==> src/rtl/immgen_pkg.sv <==
// Shared opcode constants and the immediate format code used by the decode-stage immediate
// generator.
package immgen_pkg;

  localparam int unsigned INSTR_W = 32;

  localparam logic [6:0] OPC_LUI     = 7'b0110111;
  localparam logic [6:0] OPC_AUIPC   = 7'b0010111;
  localparam logic [6:0] OPC_JAL     = 7'b1101111;
  localparam logic [6:0] OPC_JALR    = 7'b1100111;
  localparam logic [6:0] OPC_BRANCH  = 7'b1100011;
  localparam logic [6:0] OPC_LOAD    = 7'b0000011;
  localparam logic [6:0] OPC_STORE   = 7'b0100011;
  localparam logic [6:0] OPC_CALCI   = 7'b0010011;
  localparam logic [6:0] OPC_CALC    = 7'b0110011;
  localparam logic [6:0] OPC_FLOAD   = 7'b0000111;
  localparam logic [6:0] OPC_FSTORE  = 7'b0100111;
  localparam logic [6:0] OPC_F       = 7'b1010011;
  localparam logic [6:0] OPC_FBRANCH = 7'b1100001;
  localparam logic [6:0] OPC_VLW     = 7'b1000000;
  localparam logic [6:0] OPC_VSW     = 7'b1000010;

  typedef enum logic [2:0] {
    FMT_NONE = 3'd0,
    FMT_I    = 3'd1,
    FMT_S    = 3'd2,
    FMT_B    = 3'd3,
    FMT_U    = 3'd4,
    FMT_J    = 3'd5,
    FMT_R    = 3'd6
  } fmt_t;

endpackage

==> src/rtl/immgen_lane.sv <==
// Combinational single-lane immediate extractor and format classifier.
module immgen_lane
  import immgen_pkg::*;
#(
  parameter int unsigned XLEN = 32
) (
  input  logic [INSTR_W-1:0] instr,
  input  logic               mask,
  output logic [XLEN-1:0]    imm,
  output fmt_t               fmt,
  output logic               illegal
);

  // Every format fits in 32 bits; widening to XLEN is a pure sign extension of bit 31.
  logic [31:0] imm32;

  always_comb begin
    imm32   = '0;
    fmt     = FMT_NONE;
    illegal = 1'b0;
    if (mask) begin
      case (instr[6:0])
        OPC_LUI, OPC_AUIPC: begin
          imm32 = {instr[31:12], 12'b0};
          fmt   = FMT_U;
        end
        OPC_JAL: begin
          imm32 = {{11{instr[31]}}, instr[31], instr[19:12], instr[20], instr[30:21], 1'b0};
          fmt   = FMT_J;
        end
        OPC_JALR, OPC_LOAD, OPC_CALCI, OPC_FLOAD, OPC_VLW, OPC_VSW: begin
          imm32 = {{20{instr[31]}}, instr[31:20]};
          fmt   = FMT_I;
        end
        OPC_STORE, OPC_FSTORE: begin
          imm32 = {{20{instr[31]}}, instr[31:25], instr[11:7]};
          fmt   = FMT_S;
        end
        OPC_BRANCH, OPC_FBRANCH: begin
          imm32 = {{19{instr[31]}}, instr[31], instr[7], instr[30:25], instr[11:8], 1'b0};
          fmt   = FMT_B;
        end
        OPC_CALC, OPC_F: begin
          fmt = FMT_R;
        end
        default: begin
          illegal = 1'b1;
        end
      endcase
    end
  end

  if (XLEN > 32) begin : g_wide
    assign imm = {{(XLEN - 32){imm32[31]}}, imm32};
  end else begin : g_narrow
    assign imm = imm32[XLEN-1:0];
  end

endmodule

==> src/rtl/immgen_pipe.sv <==
// Multi-lane immediate generator with a registered output stage and a one-entry skid buffer
// so the input keeps full throughput under back-pressure.
module immgen_pipe
  import immgen_pkg::*;
#(
  parameter int unsigned LANES = 2,
  parameter int unsigned XLEN  = 32
) (
  input  logic                    clk,
  input  logic                    rst,
  input  logic                    flush,
  input  logic                    in_valid,
  output logic                    in_ready,
  input  logic [LANES-1:0]        in_mask,
  input  logic [LANES*32-1:0]     in_instr,
  output logic                    out_valid,
  input  logic                    out_ready,
  output logic [LANES-1:0]        out_mask,
  output logic [LANES*XLEN-1:0]   out_imm,
  output logic [LANES*3-1:0]      out_fmt,
  output logic [LANES-1:0]        out_illegal
);

  // Payload layout: {mask, imm, fmt, illegal}, matching the out_* concatenation below.
  localparam int unsigned PW = LANES * (XLEN + 5);

  logic [LANES*XLEN-1:0] dec_imm;
  logic [LANES*3-1:0]    dec_fmt;
  logic [LANES-1:0]      dec_ill;
  fmt_t                  lane_fmt [LANES];
  logic [PW-1:0]         in_data;

  for (genvar i = 0; i < LANES; i++) begin : g_lane
    immgen_lane #(
      .XLEN(XLEN)
    ) u_lane (
      .instr  (in_instr[32*i +: 32]),
      .mask   (in_mask[i]),
      .imm    (dec_imm[XLEN*i +: XLEN]),
      .fmt    (lane_fmt[i]),
      .illegal(dec_ill[i])
    );
    assign dec_fmt[3*i +: 3] = lane_fmt[i];
  end

  assign in_data = {in_mask, dec_imm, dec_fmt, dec_ill};

  logic          out_valid_q, out_valid_d;
  logic [PW-1:0] out_data_q, out_data_d;
  logic          skid_valid_q, skid_valid_d;
  logic [PW-1:0] skid_data_q, skid_data_d;
  logic          in_ready_q, in_ready_d;
  logic          accept, consume;

  assign accept  = in_valid & in_ready_q;
  assign consume = out_valid_q & out_ready;

  always_comb begin
    out_valid_d  = out_valid_q;
    out_data_d   = out_data_q;
    skid_valid_d = skid_valid_q;
    skid_data_d  = skid_data_q;
    if (flush) begin
      out_valid_d  = 1'b0;
      skid_valid_d = 1'b0;
    end else if (!out_valid_q || consume) begin
      // in_ready is low whenever the skid is full, so skid drain and accept never collide.
      if (skid_valid_q) begin
        out_valid_d  = 1'b1;
        out_data_d   = skid_data_q;
        skid_valid_d = 1'b0;
      end else if (accept) begin
        out_valid_d = 1'b1;
        out_data_d  = in_data;
      end else begin
        out_valid_d = 1'b0;
      end
    end else if (accept) begin
      skid_valid_d = 1'b1;
      skid_data_d  = in_data;
    end
    in_ready_d = ~skid_valid_d;
  end

  always_ff @(posedge clk or posedge rst) begin
    if (rst) begin
      out_valid_q  <= 1'b0;
      out_data_q   <= '0;
      skid_valid_q <= 1'b0;
      skid_data_q  <= '0;
      in_ready_q   <= 1'b0;
    end else begin
      out_valid_q  <= out_valid_d;
      out_data_q   <= out_data_d;
      skid_valid_q <= skid_valid_d;
      skid_data_q  <= skid_data_d;
      in_ready_q   <= in_ready_d;
    end
  end

  assign in_ready  = in_ready_q;
  assign out_valid = out_valid_q;
  assign {out_mask, out_imm, out_fmt, out_illegal} = out_data_q;

endmodule

==> config.mk <==
export PLATFORM = sky130hd
export DESIGN_NAME = immgen_pipe
export DESIGN_NICKNAME = d
export VERILOG_FILES = /design/src/rtl/immgen_pkg.sv /design/src/rtl/immgen_lane.sv /design/src/rtl/immgen_pipe.sv
export SDC_FILE = /design/constraint.sdc
export NUM_CORES = 1
export LEC_CHECK = 0
export BUFFER_PORTS_ARGS = -buffer_cell sky130_fd_sc_hd__buf_2
export CORE_MARGIN = 2
export CORE_UTILIZATION = 50
export CTS_BUF_LIST = sky130_fd_sc_hd__clkbuf_4 sky130_fd_sc_hd__clkbuf_8
export CTS_CLUSTER_DIAMETER = 80
export DETAILED_ROUTE_END_ITERATION = 12
export PLACE_DENSITY = 0.7
export SYNTH_ARGS = -nofsm -noshare
export SYNTH_HDL_FRONTEND = slang
export SYNTH_HIERARCHICAL = 1
export SYNTH_SLANG_ARGS = --single-unit
==> constraint.sdc <==
create_clock -name clk -period 5 [get_ports clk]
set_input_delay 0.5 -clock clk [delete_from_list [all_inputs] [get_ports clk]]
set_output_delay 0.5 -clock clk [all_outputs]
set_load 0.01 [all_outputs]
==> results.md, run 1 <==
* Die W at 134 um
* Vias post-DR at 5546
* Htree depth at 4
* Netlist cell types at 44
* Max-slew headroom at 0.271
* I/O Pins at 147
* Diode count at 0
* Post-Synth Adder-Cell Area at 0
* HP Class: input port to async pin
* Crit Path Max Fanout at 18
* Wire per inst at 17.8 um
* Final count of pins violating max slew at 0
* Synth warn at 6
* Final number of setup-violating endpoints at 0
* Measured slew at the worst slew-check pin at 1.09 ns
* Post-synthesis compound-gate area fraction at 0.102
* Syn Inst Count at 640
* FFs w/ async S/R, synth at 1.00
* Fin Clk Skew at 0.0134 ns
* Max-cap violations at 0
* Overflow after GRT at 0
* TritonCTS clock tree: done
* EDFF count, synth at 0
* Num CTS Buffers at 17
* Fmax achieved at 384 MHz
* Max rail drop VDD at 0.166 mV
* Final Hold Fails at 0
* Routed WL at 17900 um
* #FFs+latches synth at 151
* Initial antenna violation count at 0
* Cell Pwr Density at 254 mW/mm^2
* Vert. Die Dim at 134 um
* Area growth syn-to-layout at 12.8%
* RSZ-0062 raised after global routing: false
* Clock sink count at 151
* Simple-gate share of the synthesized area at 0.0805
* Worst endpoint required time at 5.40 ns
* Gp weighted congestion at 0.791
* Largest net degree at the start of global routing at 114
* Core Region at 0.0165 mm^2
* Critical Path Sink Type: register
* Setup tns final at 0 ns
* Post-synthesis mux area share at 0.323
* Leak at 4.54 nW
* Commonest cells in the netlist: 162 x mux2_2, 151 x dfrtp_1, 60 x mux2_4, 52 x nand2_1, 50 x a21oi_2
* Primary FF master, synth: dfrtp_1
* CTS resizes at 0
* Sequential area share after synthesis at 0.448
* Drt initial violations at 222
* Mean Syn Cell Area at 13.2 um^2
* Top-count cell post-synth: mux2_2
* Worst setup SP type: input port
* Vias/cell at 5.52
* Largest family of logic cells by synthesized area: multiplexers
* Final layout net count at 842
* Vias in the first global route at 5785
* CTS hold repair buffers at 0
* Post-CTS Setup Bufs at 0
* Critical path arrival at 3.00 ns
* Die area at 0.0179 mm^2
* Final antenna-violating net count at 0
* First-pass GRT wire length at 30000 um
* Top cell type by total area after synthesis: dfrtp_1
* Synth Area in XOR/XNOR at 0.00208
* Syn Nets at 711
* Initial Util at 0.511
* Drt pass-1 iters at 4
* Final Cycle Share at 0.521
* CTS Buffer Depth at 2
* Utilization after layout at 0.576
* Gr usage total at 0.211
* Final HPWL DP at 11900 um
* Worst skew pair latency at 0.46 ns
* Post-synth top area share at 0.448
* Outcome: complete, no violations
* IO buf count at 146
* Mapped Area at 0.00844 mm^2
* # rows at 47
* Kind of critical path: input port to register
* Share of layout cells above drive strength 1 at 0.612
* Post-route minimum period at 2.60 ns
* Residual DRC at 0
* Root Driver: clkbuf_8
* Cell types occupying the most area after synthesis: dfrtp_1 45%, mux2_2 22%, mux2_4 11%
* CTS clk-pin slew, worst paths at 0.09 ns
layout make-up:
type / count / area (um^2)
Fill cell: 1368 / 7000
Inverter: 6 / 27.5
Clock inverter: 14 / 118
Tap cell: 220 / 275
Sequential cell: 151 / 3780
Clock buffer: 18 / 241
Multi-Input combinational cell: 443 / 4300
Timing Repair Buffer: 152 / 776
path summary, 6_finish.rpt:
check / start / to / cells after the start / slack, ns
max: in_instr[38] / out_data_q[51]$_DFFE_PP0P_ / 7 / 2.40
min: rst / out_data_q[37]$_DFFE_PP0P_ / 2 / 0.27
max reg2reg: out_valid$_DFFE_PP0P_ / skid_data_q[52]$_DFFE_PP0P_ / 4 / 2.40
min reg2reg: out_data_q[71]$_DFFE_PP0P_ / out_data_q[71]$_DFFE_PP0P_ / 1 / 0.51
max in group asynchronous: rst / skid_data_q[72]$_DFFE_PP0P_ / 3 / 3.58
min in group clk: flush / out_valid$_DFFE_PP0P_ / 3 / 0.37
state kept, by name (all words and copies together), names as in the netlist:
signal and flops:
skid_valid_q 1, out_valid 1, skid_data_q 74, in_ready 1, out_data_q 74
worst max-delay path, stage by stage:
cell and delay [ns]:
buf_2 0.22, or3b_4 0.42, a2111oi_4 0.89, o31ai_4 0.38, a31oi_1 0.27, mux2_2 0.17, mux2_2 0.14
cell usage in the layout, fill, tap and decap left out, types with 6 or more instances in the layout:
master,netlist,routed
clkbuf_8,0,17
mux2_2,162,162
inv_6,0,6
nand3_1,10,10
dfrtp_1,151,150
mux2_4,60,60
a21oi_2,50,50
buf_4,7,6
nor2_1,16,16
nand2_1,52,52
buf_2,15,146
o21ai_0,12,12
and2_1,12,12
report_power, final:
group	internal, mW	switching [mW]
combinational	0.122	0.150
sequential	1.26	0.0205
clock	0.361	0.504
total	1.74	0.674
cells by family after synthesis:
kind of cell | after synthesis
buf+inv | 46
xor+xnor | 2
compound gates | 91
mux | 222
simple gates | 128
flops | 151
routing by layer:
metal / track usage / vias up / part of all wire
met5: 0 / - / 0
met3: 0.0559 / 15 / 0.054
li1: - / 2584 / -
met4: 0.0662 / 0 / 0.013
met2: 0.346 / 155 / 0.48
met1: 0.273 / 2792 / 0.45
stage by stage:
stage	hold slack (ns)	total power [mW]	instances	cell area (um^2)	worst slack [ns]
floorplan	0.475	1.49	640	8440	0.435
global placement	0.484	1.57	972	9160	2.00
detailed placement	0.488	1.58	972	9160	1.95
CTS	0.307	2.44	1004	9520	2.36
global route	0.355	2.53	1004	9520	2.26
finish	0.267	2.42	1004	9520	2.40
No activity file was read; power rests on OpenSTA's default activity.
==> run 2: changes to the inputs <==
PLACE_DENSITY = 0.73   (was 0.7)
clock period = 2.3 ns   (was 5 ns; I/O delays follow)
==> run 2 against run 1 <==
  * First-iteration DRC count increased by 37%
  * Global-route usage decreased by 0.11 points
  * Core utilization increased by 1.9 points
  * Largest power group unchanged
  * Cell area increased by 3.2%
  * Clock-buffer cell count decreased by 1
  * Critical path type unchanged
  * Die area unchanged
  * Clock skew increased by 0.0011 ns
  * Setup slack got worse by 2.0 ns
  * Clock power increased by 130%
  * Final cell count increased by 2.5%
  * Sequential share of layout area decreased by 1.2 points
  * Non-clock buffer count increased by 25
==> results.md, run 2 (same netlist as run 1, synthesis figures left out) <==
* Outcome: complete, no violations (unchanged)
* Final layout net count at 867 (was 842)
* Wire per inst at 17.7 um (was 17.8 um)
* # rows at 47 (unchanged)
* Sw Pwr at 1.47 mW (was 674 uW)
* Commonest non-fill, non-tap cells in the layout: 162 x mux2_2, 150 x dfrtp_1, 146 x buf_2, 60 x mux2_4, 52 x nand2_1 (unchanged)
* Internal power at 3.91 mW (was 1.74 mW)
* Gr usage total at 0.210 (was 0.211)
* Htree depth at 4 (unchanged)
* Kind of critical path: input port to register (unchanged)
* Final Hold Fails at 0 (unchanged)
* CTS Buffer Depth at 2 (unchanged)
* Gp weighted congestion at 0.861 (was 0.791)
* CTS clk-pin slew, worst paths at 0.09 ns (about the same)
* Clock sink count at 151 (unchanged)
* Crit Path Max Fanout at 12 (was 18)
* Setup tns final at 0 ns (unchanged)
* Final HPWL DP at 12600 um (was 11900 um)
* Drt initial violations at 304 (was 222)
* Family with the most delay on the worst path: buffers and inverters (was compound AO/OA/AOI/OAI gates)
* Initial antenna violation count at 0 (unchanged)
* First-pass GRT wire length at 30200 um (was 30000 um)
* Root Driver: clkbuf_8 (unchanged)
* Largest regs: out_data_q: 74 flops, skid_data_q: 74 flops (unchanged)
* Final antenna-violating net count at 0 (unchanged)
* Routed WL at 18300 um (was 17900 um)
* Share of layout cells above drive strength 1 at 0.623 (was 0.612)
* Fmax achieved at 536 MHz
* Max-slew headroom at 0.586 (was 0.271)
* Final number of setup-violating endpoints at 0 (unchanged)
* Vias in the first global route at 5986 (was 5785)
* Drt pass-1 iters at 4 (unchanged)
* Die W at 134 um (unchanged)
* Num CTS Buffers at 17 (unchanged)
* TritonCTS clock tree: done (unchanged)
* Diode count at 0 (unchanged)
* Worst skew pair latency at 0.44 ns (was 0.46 ns)
* CP cell instances: buf_2 > or3b_4 > a2111oi_4 > buf_4 > o41ai_2 > buf_4 > a21oi_2 > mux2_2 > mux2_2 (was buf_2 > or3b_4 > a2111oi_4 > o31ai_4 > a31oi_1 > mux2_2 > mux2_2)
* Crit-path max cell delay at 0.41 ns (was 0.89 ns)
* I/O Pins at 147 (unchanged)
* CP bufs+invs at 3 (was 1)
* Worst path slowest cell: or3b_4 (was a2111oi_4)
* Clock share of power at 0.367 (was 0.358)
* Commonest non-fill, non-tap cell in the layout: mux2_2 (unchanged)
* Largest net degree at the start of global routing at 78 (was 114)
* Post-route cell area at 0.00983 mm^2 (was 0.00952 mm^2)
* Critical path arrival at 2.25 ns (was 3.00 ns)
* Cell Pwr Density at 548 mW/mm^2 (was 254 mW/mm^2)
* Residual DRC at 0 (unchanged)
* Area growth syn-to-layout at 16.5% (was 12.8%)
* Initial Util at 0.511 (unchanged)
* Measured slew at the worst slew-check pin at 0.618 ns (was 1.09 ns)
* CTS resizes at 0 (unchanged)
* Leak at 4.69 nW (was 4.54 nW)
* IO buf count at 146 (unchanged)
* Critical Path Sink Type: register (unchanged)
* Vert. Die Dim at 134 um (unchanged)
* DP Area at 0.00944 mm^2 (was 0.00916 mm^2)
* Die area at 0.0179 mm^2 (unchanged)
* Max rail drop VDD at 0.567 mV (was 0.166 mV)
* Final Cycle Share at 0.811
* Vias post-DR at 5612 (was 5546)
* Max-cap violations at 0 (unchanged)
* Post-route minimum period at 1.87 ns
* Worst setup SP type: input port (unchanged)
* RSZ-0062 raised after global routing: false (unchanged)
* Fin Clk Skew at 0.0145 ns (was 0.0134 ns)
* HP Class: input port to register (was input port to async pin)
* Post-CTS Setup Bufs at 0 (unchanged)
* Core Region at 0.0165 mm^2 (unchanged)
* Final count of pins violating max slew at 0 (unchanged)
* Switching part of the total at 0.274 (was 0.279)
* CTS hold repair buffers at 1 (was 0)
* Vias/cell at 5.45 (was 5.52)
* Overflow after GRT at 0 (unchanged)
* Seq pwr share at 0.517 (was 0.530)
* Worst endpoint required time at 2.69 ns (was 5.40 ns)
* Comb pwr share at 0.116 (was 0.112)
run 2: final timing paths:
| path | cells after the start | slack [ns] | end | start |
|---|---|---|---|---|
| max | 9 | 0.43 | out_data_q[38]$_DFFE_PP0P_ | in_instr[6] |
| min | 3 | 0.09 | out_valid$_DFFE_PP0P_ | flush |
| max reg2reg | 4 | 0.55 | skid_data_q[52]$_DFFE_PP0P_ | out_valid$_DFFE_PP0P_ |
| min reg2reg | 1 | 0.51 | out_data_q[72]$_DFFE_PP0P_ | out_data_q[72]$_DFFE_PP0P_ |
| max in group asynchronous | 4 | 1.12 | skid_valid_q$_DFF_PP0_ | rst |
| min in group asynchronous | 3 | 0.38 | out_data_q[21]$_DFFE_PP0P_ | rst |
run 2: layout make-up:
type,count,area (um^2)
inverters,6,26.3
repair buffers,177,1080
fillers,1396,6690
clock inverters,15,144
well taps,220,275
multi-input cells,443,4290
clock buffers,17,234
flip-flops and latches,151,3780
run 2: worst min-delay path: stages:
cell     delay [ns]
buf_2          0.10
or3_1          0.10
nand2_1        0.05
run 2: layer usage:
layer,part of all wire,vias up,global-route usage,wire length (um)
li1,-,2623,-,-
met4,0.012,0,0.0532,223
met3,0.050,16,0.0525,906
met1,0.45,2835,0.270,8150
met5,0,-,0,0
met2,0.49,138,0.355,8980
run 2: stage by stage:
stage	setup slack [ns]	hold slack (ns)	utilization	total power, mW	cells
floorplan	0.124	0.378	-	3.24	640
global placement	0.0632	0.299	0.571	3.45	996
detailed placement	0.0265	0.306	0.571	3.47	996
CTS	0.497	0.0568	0.595	5.46	1029
global route	0.402	0.0689	0.595	5.63	1029
finish	0.434	0.0878	0.595	5.38	1029
run 2: power by group through the flow:
stage | Sequential (mW) | Clock [mW] | Combinational (mW)
after floorplan | 2.85 | 0 | 0.390
after global placement | 2.83 | 0 | 0.616
after detailed placement | 2.84 | 0 | 0.631
after CTS | 2.78 | 2.04 | 0.635
after global routing | 2.79 | 2.16 | 0.680
final | 2.78 | 1.98 | 0.625
